`src/rtl/serial_slave_port.sv`:
```
// Slave endpoint of the serial system bus: deserialises an address (and write data), drives a
// word-wide local memory, serialises read data back, and aborts stalled transfers on timeout.
module serial_slave_port #(
    parameter int unsigned ADDR_WIDTH = 12,
    parameter int unsigned DATA_WIDTH = 8,
    parameter int unsigned TIMEOUT    = 32
) (
    input  logic                  clk,
    input  logic                  rst,
    input  logic                  mode,
    input  logic                  wr_bus,
    input  logic                  master_valid,
    output logic                  slave_ready,
    output logic                  rd_bus,
    output logic                  slave_valid,
    input  logic                  master_ready,
    output logic [ADDR_WIDTH-1:0] mem_addr,
    output logic [DATA_WIDTH-1:0] mem_wdata,
    output logic                  mem_we,
    output logic                  mem_re,
    input  logic [DATA_WIDTH-1:0] mem_rdata,
    output logic                  busy,
    output logic                  timeout_err
);

    localparam int unsigned MaxW  = (ADDR_WIDTH > DATA_WIDTH) ? ADDR_WIDTH : DATA_WIDTH;
    localparam int unsigned CntW  = $clog2(MaxW + 1);
    localparam int unsigned IdleW = (TIMEOUT > 0) ? $clog2(TIMEOUT + 1) : 1;

    typedef enum logic [2:0] {
        StIdle,
        StAddr,
        StWdata,
        StWrite,
        StRreq,
        StRwait,
        StRdata
    } state_e;

    state_e                state_q;
    logic [CntW-1:0]       bit_cnt_q;
    logic [IdleW-1:0]      idle_cnt_q;
    logic                  mode_q;
    logic [ADDR_WIDTH-1:0] addr_q;
    logic [DATA_WIDTH-1:0] wdata_q;
    logic [DATA_WIDTH-1:0] rdata_q;
    logic                  timeout_err_q;

    logic in_beat;
    logic out_beat;
    logic stall_phase;
    logic last_addr;
    logic last_data;
    logic timed_out;

    assign slave_ready = (state_q == StIdle) || (state_q == StAddr) || (state_q == StWdata);
    assign slave_valid = (state_q == StRdata);
    assign rd_bus      = slave_valid & rdata_q[DATA_WIDTH-1];
    assign mem_we      = (state_q == StWrite);
    assign mem_re      = (state_q == StRreq);
    assign busy        = (state_q != StIdle);
    assign timeout_err = timeout_err_q;
    assign mem_addr    = addr_q;
    assign mem_wdata   = wdata_q;

    assign in_beat     = master_valid & slave_ready;
    assign out_beat    = slave_valid & master_ready;
    assign stall_phase = (state_q == StAddr) || (state_q == StWdata) || (state_q == StRdata);
    assign last_addr   = (bit_cnt_q == CntW'(ADDR_WIDTH - 1));
    assign last_data   = (bit_cnt_q == CntW'(DATA_WIDTH - 1));
    // Abort on the stall cycle that would bring the idle count up to TIMEOUT.
    assign timed_out   = (TIMEOUT != 0) && stall_phase && !in_beat && !out_beat &&
                         (idle_cnt_q == IdleW'(TIMEOUT - 1));

    always_ff @(posedge clk) begin
        if (rst) begin
            state_q       <= StIdle;
            bit_cnt_q     <= '0;
            idle_cnt_q    <= '0;
            mode_q        <= 1'b0;
            addr_q        <= '0;
            wdata_q       <= '0;
            rdata_q       <= '0;
            timeout_err_q <= 1'b0;
        end else begin
            timeout_err_q <= 1'b0;
            if (timed_out) begin
                state_q       <= StIdle;
                bit_cnt_q     <= '0;
                idle_cnt_q    <= '0;
                timeout_err_q <= 1'b1;
            end else begin
                // Non-stalling states and every handshake keep the idle count at zero.
                if (in_beat || out_beat || !stall_phase || TIMEOUT == 0) begin
                    idle_cnt_q <= '0;
                end else begin
                    idle_cnt_q <= idle_cnt_q + IdleW'(1);
                end

                unique case (state_q)
                    StIdle: begin
                        if (in_beat) begin
                            mode_q <= mode;
                            addr_q <= ADDR_WIDTH'(wr_bus);
                            if (ADDR_WIDTH == 1) begin
                                bit_cnt_q <= '0;
                                state_q   <= mode ? StWdata : StRreq;
                            end else begin
                                bit_cnt_q <= CntW'(1);
                                state_q   <= StAddr;
                            end
                        end
                    end
                    StAddr: begin
                        if (in_beat) begin
                            addr_q <= (addr_q << 1) | ADDR_WIDTH'(wr_bus);
                            if (last_addr) begin
                                bit_cnt_q <= '0;
                                state_q   <= mode_q ? StWdata : StRreq;
                            end else begin
                                bit_cnt_q <= bit_cnt_q + CntW'(1);
                            end
                        end
                    end
                    StWdata: begin
                        if (in_beat) begin
                            wdata_q <= (wdata_q << 1) | DATA_WIDTH'(wr_bus);
                            if (last_data) begin
                                bit_cnt_q <= '0;
                                state_q   <= StWrite;
                            end else begin
                                bit_cnt_q <= bit_cnt_q + CntW'(1);
                            end
                        end
                    end
                    StWrite: state_q <= StIdle;
                    StRreq:  state_q <= StRwait;
                    StRwait: begin
                        rdata_q <= mem_rdata;
                        state_q <= StRdata;
                    end
                    StRdata: begin
                        if (out_beat) begin
                            rdata_q <= rdata_q << 1;
                            if (last_data) begin
                                bit_cnt_q <= '0;
                                state_q   <= StIdle;
                            end else begin
                                bit_cnt_q <= bit_cnt_q + CntW'(1);
                            end
                        end
                    end
                    default: state_q <= StIdle;
                endcase
            end
        end
    end

endmodule

```
`config.mk`:
```
export PLATFORM = sky130hd
export DESIGN_NAME = serial_slave_port
export DESIGN_NICKNAME = d
export VERILOG_FILES = /design/src/rtl/serial_slave_port.sv
export SDC_FILE = /design/constraint.sdc
export NUM_CORES = 1
export LEC_CHECK = 0
export ABC_CLOCK_PERIOD_IN_PS = 2800
export CAP_MARGIN = 20
export CELL_PAD_IN_SITES_DETAIL_PLACEMENT = 0
export CELL_PAD_IN_SITES_GLOBAL_PLACEMENT = 1
export CORE_MARGIN = 2
export CORE_UTILIZATION = 38
export CTS_BUF_LIST = sky130_fd_sc_hd__clkbuf_8
export CTS_CLUSTER_DIAMETER = 80
export CTS_CLUSTER_SIZE = 40
export DETAILED_ROUTE_END_ITERATION = 10
export PLACE_DENSITY = 0.81
export RECOVER_POWER = 50
export SLEW_MARGIN = 20
export SYNTH_ARGS = -nofsm -noshare
export SYNTH_HDL_FRONTEND = slang
export SYNTH_SLANG_ARGS = --single-unit
```
`constraint.sdc`:
```
create_clock -name clk -period 2.8 [get_ports clk]
set_clock_uncertainty 0.15 [all_clocks]
set_input_delay 0.84 -clock clk [delete_from_list [all_inputs] [get_ports clk]]
set_output_delay 0.84 -clock clk [all_outputs]
set_load 0.01 [all_outputs]
```
==> results of run 1 <==
-- where the power goes --
group          total [uW]  switching (uW)  internal, uW
Combinational         203             109          94.5
Sequential            640            12.8           627
Clock                 487             221           266
-- final timing paths --
kind	startpoint	to	slack (ps)	cells after the start
max	state_q[0]	mem_re	130	4
min	mem_addr[11]	mem_addr[11]	310	2
max reg2reg	bit_cnt_q[0]	bit_cnt_q[3]	760	5
min reg2reg	mem_addr[11]	mem_addr[11]	310	2
-- worst max-delay path, stage by stage (launching register included) --
cell and delay, ps:
sky130_fd_sc_hd__dfxtp_1 320, sky130_fd_sc_hd__buf_6 170, sky130_fd_sc_hd__inv_1 150, sky130_fd_sc_hd__and3_1 200, sky130_fd_sc_hd__clkdlybuf4s50_1 540
-- layout make-up --
type / count / share of cell area
sequential: 43 / 0.343
clock inverter: 3 / 0.0174
inverter: 5 / 0.00844
clock buffer: 5 / 0.0273
tap: 67 / 0.0333
multi-input combinational: 170 / 0.376
timing repair buffer: 53 / 0.195
-- repair_timing --
| action | 4_1_cts | 5_1_grt |
|---|---|---|
| resized for setup | 0 | 4 |
| endpoints found under the setup margin | 0 | 2 |
| setup buffers | 0 | 0 |
-- sequential cells by signal, summed over array words and instances, names as in the netlist --
register     count
mem_addr        12
mem_wdata        8
rdata_q          8
idle_cnt_q       6
bit_cnt_q        4
state_q          3
mode_q           1
timeout_err      1
-- layout by cell type, fill, tap and decap left out, types with 3 or more instances in the layout --
| cell | n |
|---|---|
| sky130_fd_sc_hd__nand3_1 | 16 |
| sky130_fd_sc_hd__clkdlybuf4s50_1 | 35 |
| sky130_fd_sc_hd__dfxtp_1 | 41 |
| sky130_fd_sc_hd__xnor2_1 | 3 |
| sky130_fd_sc_hd__nand3b_1 | 4 |
| sky130_fd_sc_hd__nor2_1 | 25 |
| sky130_fd_sc_hd__a311oi_1 | 7 |
| sky130_fd_sc_hd__clkbuf_8 | 5 |
| sky130_fd_sc_hd__a211oi_1 | 3 |
| sky130_fd_sc_hd__dlygate4sd3_1 | 5 |
| sky130_fd_sc_hd__inv_1 | 4 |
| sky130_fd_sc_hd__buf_4 | 9 |
| sky130_fd_sc_hd__nand2_1 | 49 |
| sky130_fd_sc_hd__a21oi_1 | 24 |
| sky130_fd_sc_hd__clkbuf_1 | 3 |
| sky130_fd_sc_hd__nand2b_1 | 5 |
-- cells by family after synthesis --
group	after synthesis	synth area share
compound gates	49	0.185
xor+xnor	5	0.0232
fa+ha+maj	2	0.0133
buf+inv	18	0.0378
flops	43	0.457
mux	1	0.00531
simple gates	113	0.279
-- through the flow --
| stage | hold slack, ps | setup WS, ps | power [uW] | std cells |
|---|---|---|---|---|
| floorplan | 268 | 644 | 777 | 231 |
| global placement | 282 | 256 | 860 | 338 |
| detailed placement | 291 | 211 | 861 | 338 |
| CTS | 309 | 42.7 | 1350 | 346 |
| global route | 330 | 36.6 | 1390 | 346 |
| finish | 306 | 132 | 1330 | 346 |
-- routing by layer --
metal | wire length [um] | share of wire | vias up
li1 | - | - | 890
met1 | 1990 | 0.48 | 790
met2 | 1930 | 0.47 | 30
met3 | 155 | 0.037 | 7
met4 | 56 | 0.014 | 0
met5 | 0 | 0 | -
==> impl_metrics.env, run 1 <==
export IMPL_status="completed"
export IMPL_post_drt_wl_per_cell_um=12.0
export IMPL_start_util=0.396
export IMPL_worstSetupPathType="flop to primary output"
export IMPL_postCtsHoldBufs=0
export IMPL_synth_area_leaders="sky130_fd_sc_hd__dfxtp_1 (46%), sky130_fd_sc_hd__nand2_1 (9.8%), sky130_fd_sc_hd__a21oi_1 (6.4%)"
export IMPL_max_cap_viol_count=0
export IMPL_postRouteAntennaNets=0
export IMPL_dominant_cell_by_count_in_the_synthesized_netlist="sky130_fd_sc_hd__nand2_1"
export IMPL_clock_tree_root_cell="sky130_fd_sc_hd__clkbuf_8"
export IMPL_globalRoute_totalOverflow=0
export IMPL_die_height_um=74.4
export IMPL_vdd_drop_max_uv=249
export IMPL_io_pins=41
export IMPL_grt_met2_usage=0.267
export IMPL_worstSkewPairLatency_ps=300
export IMPL_setup_total_negative_slack_ps=0
export IMPL_grt_antenna_before_repair=0
export IMPL_gp_congestion=0.839
export IMPL_dp_hpwl_um=2950
export IMPL_totalWireLength_um=4140
export IMPL_seq_area_frac_synth=0.457
export IMPL_cts_max_path_buffers=2
export IMPL_post_synth_instance_area_um2=1880
export IMPL_synth_edf_count=0
export IMPL_area_delta_synth_final_pct=33.7
export IMPL_synth_async_reset_ratio=0
export IMPL_sequential_cell_area_um2=863
export IMPL_timing_critical_path_arrival_ps=1680
export IMPL_antenna_cells_inserted=0
export IMPL_core_area_um2=4750
export IMPL_p_leak_uw=0.000868
export IMPL_synth_distinct_cells=41
export IMPL_drt_initial_drc_count=73
export IMPL_yosysWarningCount=0
export IMPL_min_path_type="flop to flop"
export IMPL_dieWidth_um=74.4
export IMPL_grt_pass1_wl_um=7160
export IMPL_place_area_um2=2410
export IMPL_synthTopCellsByCount="sky130_fd_sc_hd__nand2_1 (49), sky130_fd_sc_hd__dfxtp_1 (43), sky130_fd_sc_hd__nor2_1 (25)"
export IMPL_groute_layer_met3_usage=0.0515
export IMPL_tritoncts_clock_tree="done"
export IMPL_busiest_layer="met2"
export IMPL_tot_gr_track_use=0.168
export IMPL_finalHoldViolations=0
export IMPL_final_setup_viol_count=0
export IMPL_clk_pin_slew_ps=80
export IMPL_drv_slew=0
export IMPL_design_area_um2=2520
export IMPL_nature_of_the_critical_path_endpoint="primary output"
export IMPL_max_slew_worst_pin_slew_ps=605
export IMPL_rows=25
export IMPL_fmax_ghz=0.375
export IMPL_final_layout_size_suffix_gt1_frac=0.0860
export IMPL_grt_start_max_net_pins=24
export IMPL_power_density_cell_area_nw_per_um2=528
export IMPL_ctsHtreeMaxLevel=2
export IMPL_synthesis_area_per_instance_um2=8.16
export IMPL_drc=0
export IMPL_floorplan_die_area_um2=5540
export IMPL_cp_max_fo=23
export IMPL_fin_crit_ps=2670
export IMPL_routed_via_count=1717
export IMPL_tritoncts_num_buffers=5
export IMPL_synth_cells=231
export IMPL_synth_largest_area_cell="sky130_fd_sc_hd__dfxtp_1"
export IMPL_gr_usage_met1=0.218
export IMPL_slew_headroom=0.597
export IMPL_ys_ff_latch=43
export IMPL_num_nets_final=294
export IMPL_fillCellCount=480
export IMPL_timing_final_crit_share=0.953
export IMPL_post_layout_utilization_of_the_core=0.530
export IMPL_dominantRegCellSynth="sky130_fd_sc_hd__dfxtp_1"
export IMPL_grt_pass1_vias=1579
export IMPL_avgViaCountPerCell=4.96
export IMPL_port_buffer_count=40
export IMPL_worstSetupStartpointType="flop"
export IMPL_rsz0062_at_grt="false"
export IMPL_synth_net_count=247
export IMPL_clock_sinks=43
export IMPL_post_synth_top_area_fraction=0.457
export IMPL_detail_route_first_pass_iterations=4
export IMPL_combined_area_of_the_multi_input_logic_cells_um2=948
export IMPL_worstPathRequired_ps=1810
(Power assumes the default switching activity.)
==> inputs of run 2 (changes only) <==
--- a/config.mk
+++ b/config.mk
@@ -9,7 +9,7 @@
 export CAP_MARGIN = 20
 export CELL_PAD_IN_SITES_DETAIL_PLACEMENT = 0
 export CELL_PAD_IN_SITES_GLOBAL_PLACEMENT = 1
-export CORE_MARGIN = 2
+export CORE_MARGIN = 4
 export CORE_UTILIZATION = 38
 export CTS_BUF_LIST = sky130_fd_sc_hd__clkbuf_8
 export CTS_CLUSTER_DIAMETER = 80
==> impl_metrics.env, run 2 (same netlist as run 1, synthesis figures left out) <==
export IMPL_status="completed"
export IMPL_drc=0
export IMPL_grt_pass1_vias=1538
export IMPL_combined_area_of_the_multi_input_logic_cells_um2=952
export IMPL_fin_crit_ps=2670
export IMPL_routed_via_count=1712
export IMPL_worstSkewPairLatency_ps=290
export IMPL_globalRoute_totalOverflow=0
export IMPL_finalPower_uw=1210
export IMPL_drv_slew=0
export IMPL_p_leak_uw=0.000845
export IMPL_clock_tree_root_cell="sky130_fd_sc_hd__clkbuf_8"
export IMPL_start_util=0.396
export IMPL_grt_antenna_before_repair=0
export IMPL_rows=25
export IMPL_worstSetupPathType="flop to primary output"
export IMPL_sequential_cell_area_um2=863
export IMPL_num_nets_final=291
export IMPL_fillCellCount=507
export IMPL_totalWireLength_um=4090
export IMPL_core_area_um2=4750
export IMPL_slew_headroom=0.601
export IMPL_dp_hpwl_um=2910
export IMPL_busiest_layer="met2"
export IMPL_final_layout_size_suffix_gt1_frac=0.0725
export IMPL_nature_of_the_critical_path_endpoint="primary output"
export IMPL_clock_sinks=43
export IMPL_floorplan_die_area_um2=6150
export IMPL_gr_usage_met1=0.193
export IMPL_worstPathRequired_ps=1810
export IMPL_cts_resized=1
export IMPL_detail_route_first_pass_iterations=4
export IMPL_tritoncts_clock_tree="done"
export IMPL_max_cap_viol_count=0
export IMPL_largest_register_ffs=12
export IMPL_area_delta_synth_final_pct=31.1
export IMPL_avgViaCountPerCell=4.99
export IMPL_layout_common_cells="sky130_fd_sc_hd__nand2_1 (49), sky130_fd_sc_hd__dfxtp_1 (41), sky130_fd_sc_hd__clkdlybuf4s50_1 (35)"
export IMPL_timing_critical_path_arrival_ps=1680
export IMPL_setup_total_negative_slack_ps=0
export IMPL_dieWidth_um=78.4
export IMPL_antenna_cells_inserted=0
export IMPL_gp_congestion=0.790
export IMPL_rsz0062_at_grt="false"
export IMPL_final_common_cell="sky130_fd_sc_hd__nand2_1"
export IMPL_cp_max_fo=12
export IMPL_postCtsSetupBuffers=0
export IMPL_min_path_type="flop to flop"
export IMPL_fmax_ghz=0.374
export IMPL_finalHoldViolations=0
export IMPL_power_density_cell_area_nw_per_um2=489
export IMPL_grt_met2_usage=0.217
export IMPL_grt_pass1_wl_um=7070
export IMPL_postCtsHoldBufs=0
export IMPL_io_pins=41
export IMPL_final_setup_viol_count=0
export IMPL_post_drt_wl_per_cell_um=11.9
export IMPL_vdd_drop_max_uv=207
export IMPL_die_height_um=78.4
export IMPL_ctsHtreeMaxLevel=2
export IMPL_drt_initial_drc_count=54
export IMPL_cts_max_path_buffers=2
export IMPL_postRouteAntennaNets=0
export IMPL_port_buffer_count=40
export IMPL_grt_start_max_net_pins=31
export IMPL_worstSetupStartpointType="flop"
export IMPL_tot_gr_track_use=0.143
export IMPL_groute_layer_met3_usage=0.0390
export IMPL_tritoncts_num_buffers=5
export IMPL_timing_final_crit_share=0.955
export IMPL_max_slew_worst_pin_slew_ps=598
export IMPL_clk_pin_slew_ps=80
[run 2: cell types whose count changed in the layout (fill, tap and decap cells not counted)]
cell                        delta
sky130_fd_sc_hd__clkinv_4      -1
sky130_fd_sc_hd__a21boi_2      +1
sky130_fd_sc_hd__inv_1         +2
sky130_fd_sc_hd__a21boi_0      -1
sky130_fd_sc_hd__buf_4         -3
sky130_fd_sc_hd__bufinv_16     -1
[run 2: metrics by stage]
step,util,std cells,worst slack (ps),hold slack [ps],area (um2)
5_1_grt,0.519,343,26.8,324,2470
3_3_place_gp,0.503,335,246,280,2390
4_1_cts,0.520,343,4.49,304,2470
3_5_place_dp,0.503,335,231,295,2390
2_1_floorplan,-,231,644,268,1880
6_report,0.519,343,126,299,2470
[run 2: final cells by class]
cell class / instances / share of cell area
clock buffer: 5 / 0.0279
clock inverter: 3 / 0.00507
inverter: 5 / 0.00861
multi-input combinational: 170 / 0.386
sequential: 43 / 0.350
tap: 67 / 0.0339
timing repair buffer: 50 / 0.189
[run 2: where the power goes]
| part | switching (uW) | total (uW) | internal (uW) | leakage, uW |
|---|---|---|---|---|
| Sequential | 14.2 | 642 | 627 | 0.000348 |
| Clock | 199 | 366 | 168 | 0.0000505 |
| Combinational | 107 | 199 | 92.7 | 0.000446 |
[run 2: critical path, stage by stage (launching register included)]
cell                              delay [ps]
sky130_fd_sc_hd__dfxtp_2                 400
sky130_fd_sc_hd__nand3b_1                170
sky130_fd_sc_hd__inv_4                   160
sky130_fd_sc_hd__and2_1                  140
sky130_fd_sc_hd__clkdlybuf4s50_1         530
[run 2: worst paths after layout]
check                from            to  slack, ps  depth (start not counted)
min          mem_addr[11]  mem_addr[11]        300                          2
max reg2reg  bit_cnt_q[0]  bit_cnt_q[3]        760                          5
max            state_q[2]        rd_bus        130                          4
min reg2reg  mem_addr[11]  mem_addr[11]        300                          2
[run 2: metal layers]
metal	share of wire	vias up
met5	0	-
met4	0.015	0
met3	0.048	7
met2	0.45	36
met1	0.49	782
li1	-	887
==> inputs of run 3 (changes only) <==
--- a/config.mk
+++ b/config.mk
@@ -13,7 +13,6 @@
 export CORE_UTILIZATION = 38
 export CTS_BUF_LIST = sky130_fd_sc_hd__clkbuf_8
 export CTS_CLUSTER_DIAMETER = 80
-export CTS_CLUSTER_SIZE = 40
 export DETAILED_ROUTE_END_ITERATION = 10
 export PLACE_DENSITY = 0.81
 export RECOVER_POWER = 50
==> results of run 3 <==
Final layout, timing and power as in run 2 (identical DEF).
